File: src/rtl/lag_readout_pkg.sv
// Shared constants and types for the lag correlator readout controller:
// register addresses, CTRL/STATUS bit positions and FSM state encoding.
package lag_readout_pkg;

   localparam logic [1:0] ADDR_CTRL   = 2'd0;
   localparam logic [1:0] ADDR_STATUS = 2'd1;
   localparam logic [1:0] ADDR_RESULT = 2'd2;
   localparam logic [1:0] ADDR_FRAMES = 2'd3;

   localparam int CTRL_ENABLE  = 0;
   localparam int CTRL_START   = 1;
   localparam int CTRL_CLR_ERR = 2;

   localparam int STAT_VALID   = 0;
   localparam int STAT_BUSY    = 1;
   localparam int STAT_TIMEOUT = 2;
   localparam int STAT_OVR_LSB = 8;
   localparam int OVR_BITS     = 8;

   typedef enum logic [1:0] {IDLE, ARM, WAIT} state_t;

   // One lag field must hold delays in [-max_lags, max_lags).
   function automatic int lag_bits(input int max_lags);
      return $clog2(2 * max_lags);
   endfunction

endpackage

File: src/rtl/lag_readout_controller_sat_counter.sv
// Saturating up-counter with synchronous clear; holds at all-ones.
module sat_counter #(
   parameter int W = 8
) (
   input  logic         clk,
   input  logic         reset,
   input  logic         inc,
   input  logic         clr,
   output logic [W-1:0] count
);

   always_ff @(posedge clk) begin
      if (reset)
         count <= '0;
      else if (clr)
         count <= '0;
      else if (inc && (count != '1))
         count <= count + W'(1);
   end

endmodule

File: src/rtl/lag_readout_controller.sv
// Avalon-MM slave that starts the lag correlator, waits for its result strobe
// with a timeout, and latches the packed lags into a CPU-readable register.
//
// state | meaning
// IDLE  | no run in progress; waits for a start write or enable
// ARM   | corrStart high for this single cycle, timeout timer loaded
// WAIT  | waiting for lagsValid; timer counts down to the timeout
module lag_readout_controller
   import lag_readout_pkg::*;
#(
   parameter int NUM_SLAVES     = 4,
   parameter int MAX_LAGS       = 17,
   parameter int CPU_BITS       = 32,
   parameter int LAG_BITS       = lag_bits(MAX_LAGS),
   parameter int TIMEOUT_CYCLES = 100000
) (
   input  logic                           clk,
   input  logic                           reset,
   input  logic [1:0]                     address,
   input  logic                           read,
   input  logic                           write,
   input  logic [CPU_BITS-1:0]            writedata,
   output logic [CPU_BITS-1:0]            readdata,
   output logic                           corrStart,
   input  logic [NUM_SLAVES*LAG_BITS-1:0] lagsIn,
   input  logic                           lagsValid
);

   localparam int LANE_W = NUM_SLAVES * LAG_BITS;
   localparam int TMR_W  = $clog2(TIMEOUT_CYCLES);
   localparam logic [TMR_W-1:0] TMR_LOAD = TMR_W'(TIMEOUT_CYCLES - 1);

   state_t                state, state_nxt;
   logic [TMR_W-1:0]      tmr;
   logic                  enable, timeout_flag, result_valid;
   logic [LANE_W-1:0]     result_lags;
   logic [CPU_BITS-1:0]   frames;
   logic [OVR_BITS-1:0]   ovr_cnt;
   logic [CPU_BITS-1:0]   rd_mux;
   logic                  wr_ctrl, start_req, clr_err, rd_result;
   logic                  capture, time_up, ovr_inc, busy;
   logic                  unused_wdata;

   assign wr_ctrl      = write && (address == ADDR_CTRL);
   assign start_req    = wr_ctrl && writedata[CTRL_START];
   assign clr_err      = wr_ctrl && writedata[CTRL_CLR_ERR];
   assign rd_result    = read && (address == ADDR_RESULT);
   assign busy         = (state != IDLE);
   assign unused_wdata = ^writedata[CPU_BITS-1:3];

   // A read racing a capture does not count as an overrun: the CPU saw the old word.
   assign ovr_inc = capture && result_valid && !rd_result;

   always_comb begin
      state_nxt = state;
      corrStart = 1'b0;
      capture   = 1'b0;
      time_up   = 1'b0;
      case (state)
         IDLE: if (start_req || enable) state_nxt = ARM;
         ARM: begin
            corrStart = 1'b1;
            state_nxt = WAIT;
         end
         WAIT: begin
            if (lagsValid) begin
               capture   = 1'b1;
               state_nxt = enable ? ARM : IDLE;
            end else if (tmr == '0) begin
               time_up   = 1'b1;
               state_nxt = IDLE;
            end
         end
         default: state_nxt = IDLE;
      endcase
   end

   always_comb begin
      rd_mux = '0;
      case (address)
         ADDR_CTRL:   rd_mux[CTRL_ENABLE] = enable;
         ADDR_STATUS: begin
            rd_mux[STAT_VALID]                   = result_valid;
            rd_mux[STAT_BUSY]                    = busy;
            rd_mux[STAT_TIMEOUT]                 = timeout_flag;
            rd_mux[STAT_OVR_LSB +: OVR_BITS]     = ovr_cnt;
         end
         ADDR_RESULT: begin
            rd_mux[CPU_BITS-1]   = result_valid;
            rd_mux[LANE_W-1:0]   = result_lags;
         end
         ADDR_FRAMES: rd_mux = frames;
         default:     rd_mux = '0;
      endcase
   end

   always_ff @(posedge clk) begin
      if (reset) begin
         state        <= IDLE;
         tmr          <= '0;
         enable       <= 1'b0;
         timeout_flag <= 1'b0;
         result_valid <= 1'b0;
         result_lags  <= '0;
         frames       <= '0;
         readdata     <= '0;
      end else begin
         state <= state_nxt;

         if (state == ARM)
            tmr <= TMR_LOAD;
         else if ((state == WAIT) && (tmr != '0))
            tmr <= tmr - TMR_W'(1);

         if (time_up)
            enable <= 1'b0;
         else if (wr_ctrl)
            enable <= writedata[CTRL_ENABLE];

         if (time_up)
            timeout_flag <= 1'b1;
         else if (clr_err)
            timeout_flag <= 1'b0;

         // Capture sets resultValid even when a RESULT read tries to clear it.
         if (capture) begin
            result_lags  <= lagsIn;
            result_valid <= 1'b1;
            frames       <= frames + CPU_BITS'(1);
         end else if (rd_result) begin
            result_valid <= 1'b0;
         end

         if (read)
            readdata <= rd_mux;
      end
   end

   sat_counter #(.W(OVR_BITS)) u_ovr_cnt (
      .clk   (clk),
      .reset (reset),
      .inc   (ovr_inc),
      .clr   (clr_err),
      .count (ovr_cnt)
   );

endmodule

File: config.mk
export PLATFORM = sky130hd
export DESIGN_NAME = lag_readout_controller
export DESIGN_NICKNAME = d
export VERILOG_FILES = /design/src/rtl/lag_readout_pkg.sv /design/src/rtl/lag_readout_controller_sat_counter.sv /design/src/rtl/lag_readout_controller.sv
export SDC_FILE = /design/constraint.sdc
export NUM_CORES = 1
export LEC_CHECK = 0
export ABC_AREA = 0
export ABC_CLOCK_PERIOD_IN_PS = 5800
export CAP_MARGIN = 0
export CORE_MARGIN = 5
export CORE_UTILIZATION = 32
export CTS_CLUSTER_SIZE = 24
export DETAILED_ROUTE_END_ITERATION = 6
export GPL_TIMING_DRIVEN = 0
export HOLD_SLACK_MARGIN = 0.03
export PLACE_DENSITY = 0.57
export SLEW_MARGIN = 20
export SYNTH_ARGS = -nofsm -noshare
export SYNTH_HDL_FRONTEND = slang
export SYNTH_HIERARCHICAL = 1
export SYNTH_SLANG_ARGS = --single-unit
File: constraint.sdc
create_clock -name clk -period 5.8 [get_ports clk]
set_input_delay 0.58 -clock clk [delete_from_list [all_inputs] [get_ports clk]]
set_output_delay 0.58 -clock clk [all_outputs]
set_load 0.05 [all_outputs]
==> flow_metrics.tcl, run 1 <==
set metrics [dict create \
    post-route-period-util_pct 49.43 \
    synth_top_area_cell "dfxtp_1" \
    gr-total-overflow 0 \
    critPathArrivalTime_ps 3170 \
    yosys_warnings 6 \
    drtIter0Drc 402 \
    clock-sinks 118 \
    whs_path_depth 2 \
    initial_utilization_pct 32.37 \
    p_leak_nw 2.386 \
    grt_pass1_vias 4850 \
    root_buffer "clkbuf_16" \
    synth_seq_cells 118 \
    syn_nets 690 \
    dieArea_um2 19280 \
    clk_path_buf_depth 2 \
    netlist-cell-type-count 51 \
    syn_area_um2 5311 \
    synth_top_area_share_pct 44.48 \
    ys_seq_area_share_pct 44.48 \
    hp-class "reg2reg" \
    cts_setup_buffers 0 \
    hold_viol_final 0 \
    io_buffers 65 \
    gp_congestion 0.8186 \
    crit_top_cell "clkbuf_1" \
    finalCriticalPeriod_ps 2867 \
    clk_pin_slew_ps 50 \
    final_nets 774 \
    slowest_delay_ps 500 \
    grt_max_degree 17 \
    synth_edf_count 0 \
    area_growth_pct 29.56 \
    crit_required_ps 6110 \
    drive_gt1_share_pct 7.906 \
    maxCapViolations 0 \
    ys_top_cells_by_area "dfxtp_1, a21oi_1, nor2_1" \
    cts_resized 0 \
    detail-route-antenna-nets 0 \
    path_max_fanout 10 \
    slew_violations 0 \
    syn_inst 624 \
    placed_area_um2 6237 \
    cts_tree "done" \
    hold_ws_ps 453.3 \
    r2r_cells 7 \
    chipHeight_um 138.8 \
    core_um2 16410 \
    slew_headroom_pct 55.43 \
    ir_worst_vdd_v 0.0002128 \
    insertedDiodeCount 0 \
    routed_wl_mm 15.02 \
    dp_hpwl_mm 11.14 \
    crit_path_start_kind "primary input" \
    multi_input_area_um2 2743 \
    tightest_slew_ps 666.1 \
    p_total_w 0.002105 \
    fin_area_um2 6882 \
    synthArstFlopShare_pct 0 \
    grt_pass1_wl_mm 24.98 \
    gr-usage-all-layers_pct 15.94 \
    holdBufCountCts 0 \
    utilization_pct 41.94 \
    register_area_um2 2362 \
    syn_area_per_cell_um2 8.512 \
    fp.dieW_um 138.8 \
    fillers 1599 \
    critPathSlowestCell "clkdlybuf4s50_1" \
    cp_cell_sequence "clkdlybuf4s50_1 > nand3b_1 > clkbuf_1 > clkbuf_1 > nor2_1 > and4_1 > and3_1 > a2111oi_4" \
    crit_type "in2reg" \
    drtPass1Iterations 5 \
    rsz0062_at_grt "no" \
    drcViolationCount 0 \
    num_vias 4792 \
    clock_latency_ps 410 \
    p_per_area_nw_per_um2 305.9 \
    setup_tns_ps 0 \
    status "finished clean" \
    fin_skew_ps 9.902 \
    finalSetupViolations 0 \
    htree_levels 4 \
    wire_per_inst_um 15.96 \
    cts_made_buffers 17 \
    max_freq_mhz 348.8 \
    ys.flop_type "dfxtp_1" \
    io_pins 96 \
    antenna_found_initial 0 \
    worst_setup_path_end_kind "flop" \
    num_rows 47 \
    via_per_inst 5.092 \
]
[Yosys cell counts, types with 7 or more instances]
cell      count
dfxtp_1     118
nor2_1       82
nand2_1      75
a21oi_1      67
clkbuf_1     33
nor3_1       25
xor2_1       25
nand3_1      22
nand4_1      22
mux2i_1      20
xnor2_1      15
inv_1        11
mux2_2       10
a221oi_1      9
and3_1        8
and4_1        8
o21ai_0       8
or3_1         7
[kinds of logic (layout without fill, tap and decap cells)]
group / count (synthesis) / in the layout / synth area share [%]
compound gates: 103 / 103 / 12.44
flops: 118 / 118 / 44.48
fa+ha+maj: 3 / 3 / 0.7068
mux: 31 / 31 / 6.313
xor+xnor: 40 / 40 / 6.596
simple gates: 279 / 279 / 25.58
buf+inv: 50 / 147 / 3.887
[per-layer routing]
layer	GRT usage (%)	up-vias	part of all wire, %
li1	-	2357	-
met1	20.11	2274	45
met2	26.08	141	48
met3	4.690	20	5.5
met4	5.458	0	2.1
met5	0	-	0
[through the flow]
stage	instances	worst slack, ps
floorplan	624	3580
global placement	909	2606
detailed placement	909	2528
CTS	941	2944
global route	941	2726
finish	941	2933
[critical path: cells and delay by family]
kind            cells  cell delay [ps]
simple gates        4              950
compound gates      1              270
buf+inv             3             1360
[cell usage in the layout, fill, tap and decap left out, types with 7 or more instances in the layout]
cell type	instances
and3_1	8
inv_1	11
or3_1	7
xnor2_1	15
nor2_1	82
clkbuf_16	17
nand3_1	22
clkdlybuf4s50_1	65
nand2_1	75
o21ai_0	8
a221oi_1	9
a21oi_1	67
dfxtp_1	118
xor2_1	25
mux2i_1	20
nand4_1	22
mux2_2	10
nor3_1	25
and4_1	8
clkbuf_1	35
[power by group]
group | leakage (nW) | switching, W | internal, W | total, W
logic | 1.12 | 0.0000848 | 0.0000552 | 0.000140
registers | 0.953 | 0.00000778 | 0.000819 | 0.000827
clock network | 0.316 | 0.000364 | 0.000774 | 0.00114
[state kept, by name (all words and copies together), names as in the netlist]
name             cells
timeout_flag         1
enable               1
tmr                 17
frames              32
readdata            32
result_valid         1
u_ovr_cnt/count      8
result_lags         24
state                2
[cell type report]
class / instances / area share [%]
clock inverters: 8 / 2.073
well taps: 220 / 4.000
flip-flops and latches: 118 / 34.33
plain buffers: 39 / 2.400
inverters: 11 / 0.6000
clock buffers: 24 / 7.291
multi-input cells: 456 / 39.85
repair buffers: 65 / 9.455
[final timing paths]
kind                                      endpoint  slack [ps]       startpoint
worst max-delay path            u_ovr_cnt/count[5]        2930        lagsValid
worst min-delay path               result_lags[16]         450  result_lags[16]
worst max register to register  u_ovr_cnt/count[5]        3150         state[0]
worst min register to register     result_lags[16]         450  result_lags[16]
Power figures use the tool's default switching activity.
==> run 2: changes to the inputs <==
--- a/config.mk
+++ b/config.mk
@@ -6,7 +6,7 @@
 export NUM_CORES = 1
 export LEC_CHECK = 0
 export ABC_AREA = 0
-export ABC_CLOCK_PERIOD_IN_PS = 5800
+export ABC_CLOCK_PERIOD_IN_PS = 2730
 export CAP_MARGIN = 0
 export CORE_MARGIN = 5
 export CORE_UTILIZATION = 32
==> constraint.sdc (replaced) <==
create_clock -name clk -period 2.73 [get_ports clk]
set_input_delay 0.273 -clock clk [delete_from_list [all_inputs] [get_ports clk]]
set_output_delay 0.273 -clock clk [all_outputs]
set_load 0.05 [all_outputs]
==> flow_metrics.tcl, run 2 (synthesis results as in run 1) <==
set metrics [dict create \
    dp_hpwl_mm 11.14 \
    hold_viol_final 0 \
    rsz0062_at_grt "no" \
    io_buffers 65 \
    clock_latency_ps 410 \
    utilization_pct 41.97 \
    slowest_delay_ps 840 \
    layout_commonest_cell "dfxtp_1" \
    gp_congestion 0.8186 \
    crit_type "reg2out" \
    htree_levels 4 \
    drtPass1Iterations 6 \
    drive_gt1_share_pct 8.183 \
    slew_violations 0 \
    worst_setup_path_end_kind "output pin" \
    area_growth_pct 29.63 \
    status "finished clean" \
    antenna_found_initial 0 \
    fillers 1601 \
    cts_setup_buffers 0 \
    cts_made_buffers 17 \
    slew_headroom_pct 55.59 \
    crit_required_ps 2460 \
    multi_input_area_um2 2745 \
    maxCapViolations 0 \
    routed_wl_mm 15.07 \
    cp_cell_sequence "inv_1 > nand2_1 > inv_1 > clkdlybuf4s50_1" \
    crit_top_cell "inv_1" \
    whs_path_depth 3 \
    cp_num_cells 4 \
    dieArea_um2 19280 \
    cp_num_buf_inv 3 \
    final_cell_mix "dfxtp_1, nor2_1, nand2_1" \
    finalSetupViolations 0 \
    post-route-period-util_pct 90.49 \
    clk_pin_slew_ps 50 \
    path_delay_family "buffers and inverters" \
    via_per_inst 5.090 \
    num_rows 47 \
    tightest_slew_ps 663.7 \
    grt_max_degree 17 \
    p_total_w 0.004469 \
    gr-total-overflow 0 \
    initial_utilization_pct 32.37 \
    ir_worst_vdd_v 0.0004505 \
    grt_pass1_vias 4850 \
    hold_ws_ps 417.3 \
    finalCriticalPeriod_ps 2470 \
    num_vias 4790 \
    max_freq_mhz 404.8 \
    clock-sinks 118 \
    path_max_fanout 7 \
    critPathArrivalTime_ps 2200 \
    hp-class "in2reg" \
    io_pins 96 \
    drtIter0Drc 396 \
    register_area_um2 2362 \
    crit_path_start_kind "flop" \
    root_buffer "clkbuf_16" \
    fin_area_um2 6885 \
    p_leak_nw 2.389 \
    critPathSlowestCell "clkdlybuf4s50_1" \
    fp.dieW_um 138.8 \
    cts_tree "done" \
    fin_skew_ps 8.821 \
    r2r_cells 7 \
    gr-usage-all-layers_pct 15.94 \
    clk_path_buf_depth 2 \
    detail-route-antenna-nets 0 \
    chipHeight_um 138.8 \
    largestRegisters "frames: 32 flops, readdata: 32 flops, result_lags: 24 flops" \
    placed_area_um2 6237 \
    wire_per_inst_um 16.02 \
    insertedDiodeCount 0 \
    core_um2 16410 \
    drcViolationCount 0 \
    grt_pass1_wl_mm 24.98 \
    final_nets 774 \
    p_per_area_nw_per_um2 649.0 \
]
[run 2: changes by cell type in the layout (fill, tap and decap cells not counted)]
cell	delta
nor2_1	-1
nor2_2	+1
clkbuf_2	+1
clkbuf_1	-1
[run 2: timing repair]
action	CTS	global route
gates resized for setup	0	3
hold buffers	0	0
setup endpoints to repair	0	1
[run 2: path summary, 6_finish.rpt]
check             startpoint            endpoint  slack [ps]
max reg2reg         state[0]  u_ovr_cnt/count[5]         300
min               lagsIn[16]     result_lags[16]         420
max                 state[1]           corrStart         260
min reg2reg  result_lags[16]     result_lags[16]         460
[run 2: final cells by class]
type / instances / share of cell area [%]
Multi-Input combinational cell: 456 / 39.87
Tap cell: 220 / 3.998
Clock inverter: 8 / 2.072
Clock buffer: 24 / 7.287
Timing Repair Buffer: 65 / 9.449
Buffer: 39 / 2.417
Inverter: 11 / 0.5997
Sequential cell: 118 / 34.31
[run 2: layer usage]
| layer | GRT usage (%) | share of wire (%) | vias up |
|---|---|---|---|
| li1 | - | - | 2355 |
| met1 | 20.11 | 45 | 2282 |
| met2 | 26.08 | 47 | 133 |
| met3 | 4.690 | 5.1 | 20 |
| met4 | 5.458 | 2.1 | 0 |
| met5 | 0 | 0 | - |
[run 2: through the flow]
stage                     instances  TNS (ps)  setup slack, ps
final                           941         0            259.6
after global routing            941         0            74.99
after CTS                       941         0            84.27
after detailed placement        909    -662.4           -235.1
after global placement          909    -361.9           -156.5
after floorplan                 624         0            654.3
[run 2: power by group]
group / internal [W] / switching, W / leakage (nW)
clock: 0.00164 / 0.000770 / 0.316
combinational: 0.000117 / 0.000180 / 1.12
sequential: 0.00174 / 0.0000165 / 0.953
total: 0.00350 / 0.000967 / 2.39
[run 2: worst reg2reg max path, delay by kind of cell, from the launching register on]
family | cells | cell delay [ps]
DFF | 1 | 440
AOI/OAI and AO/OA | 1 | 270
buffers and inverters | 2 | 720
and+or+nand+nor | 4 | 900
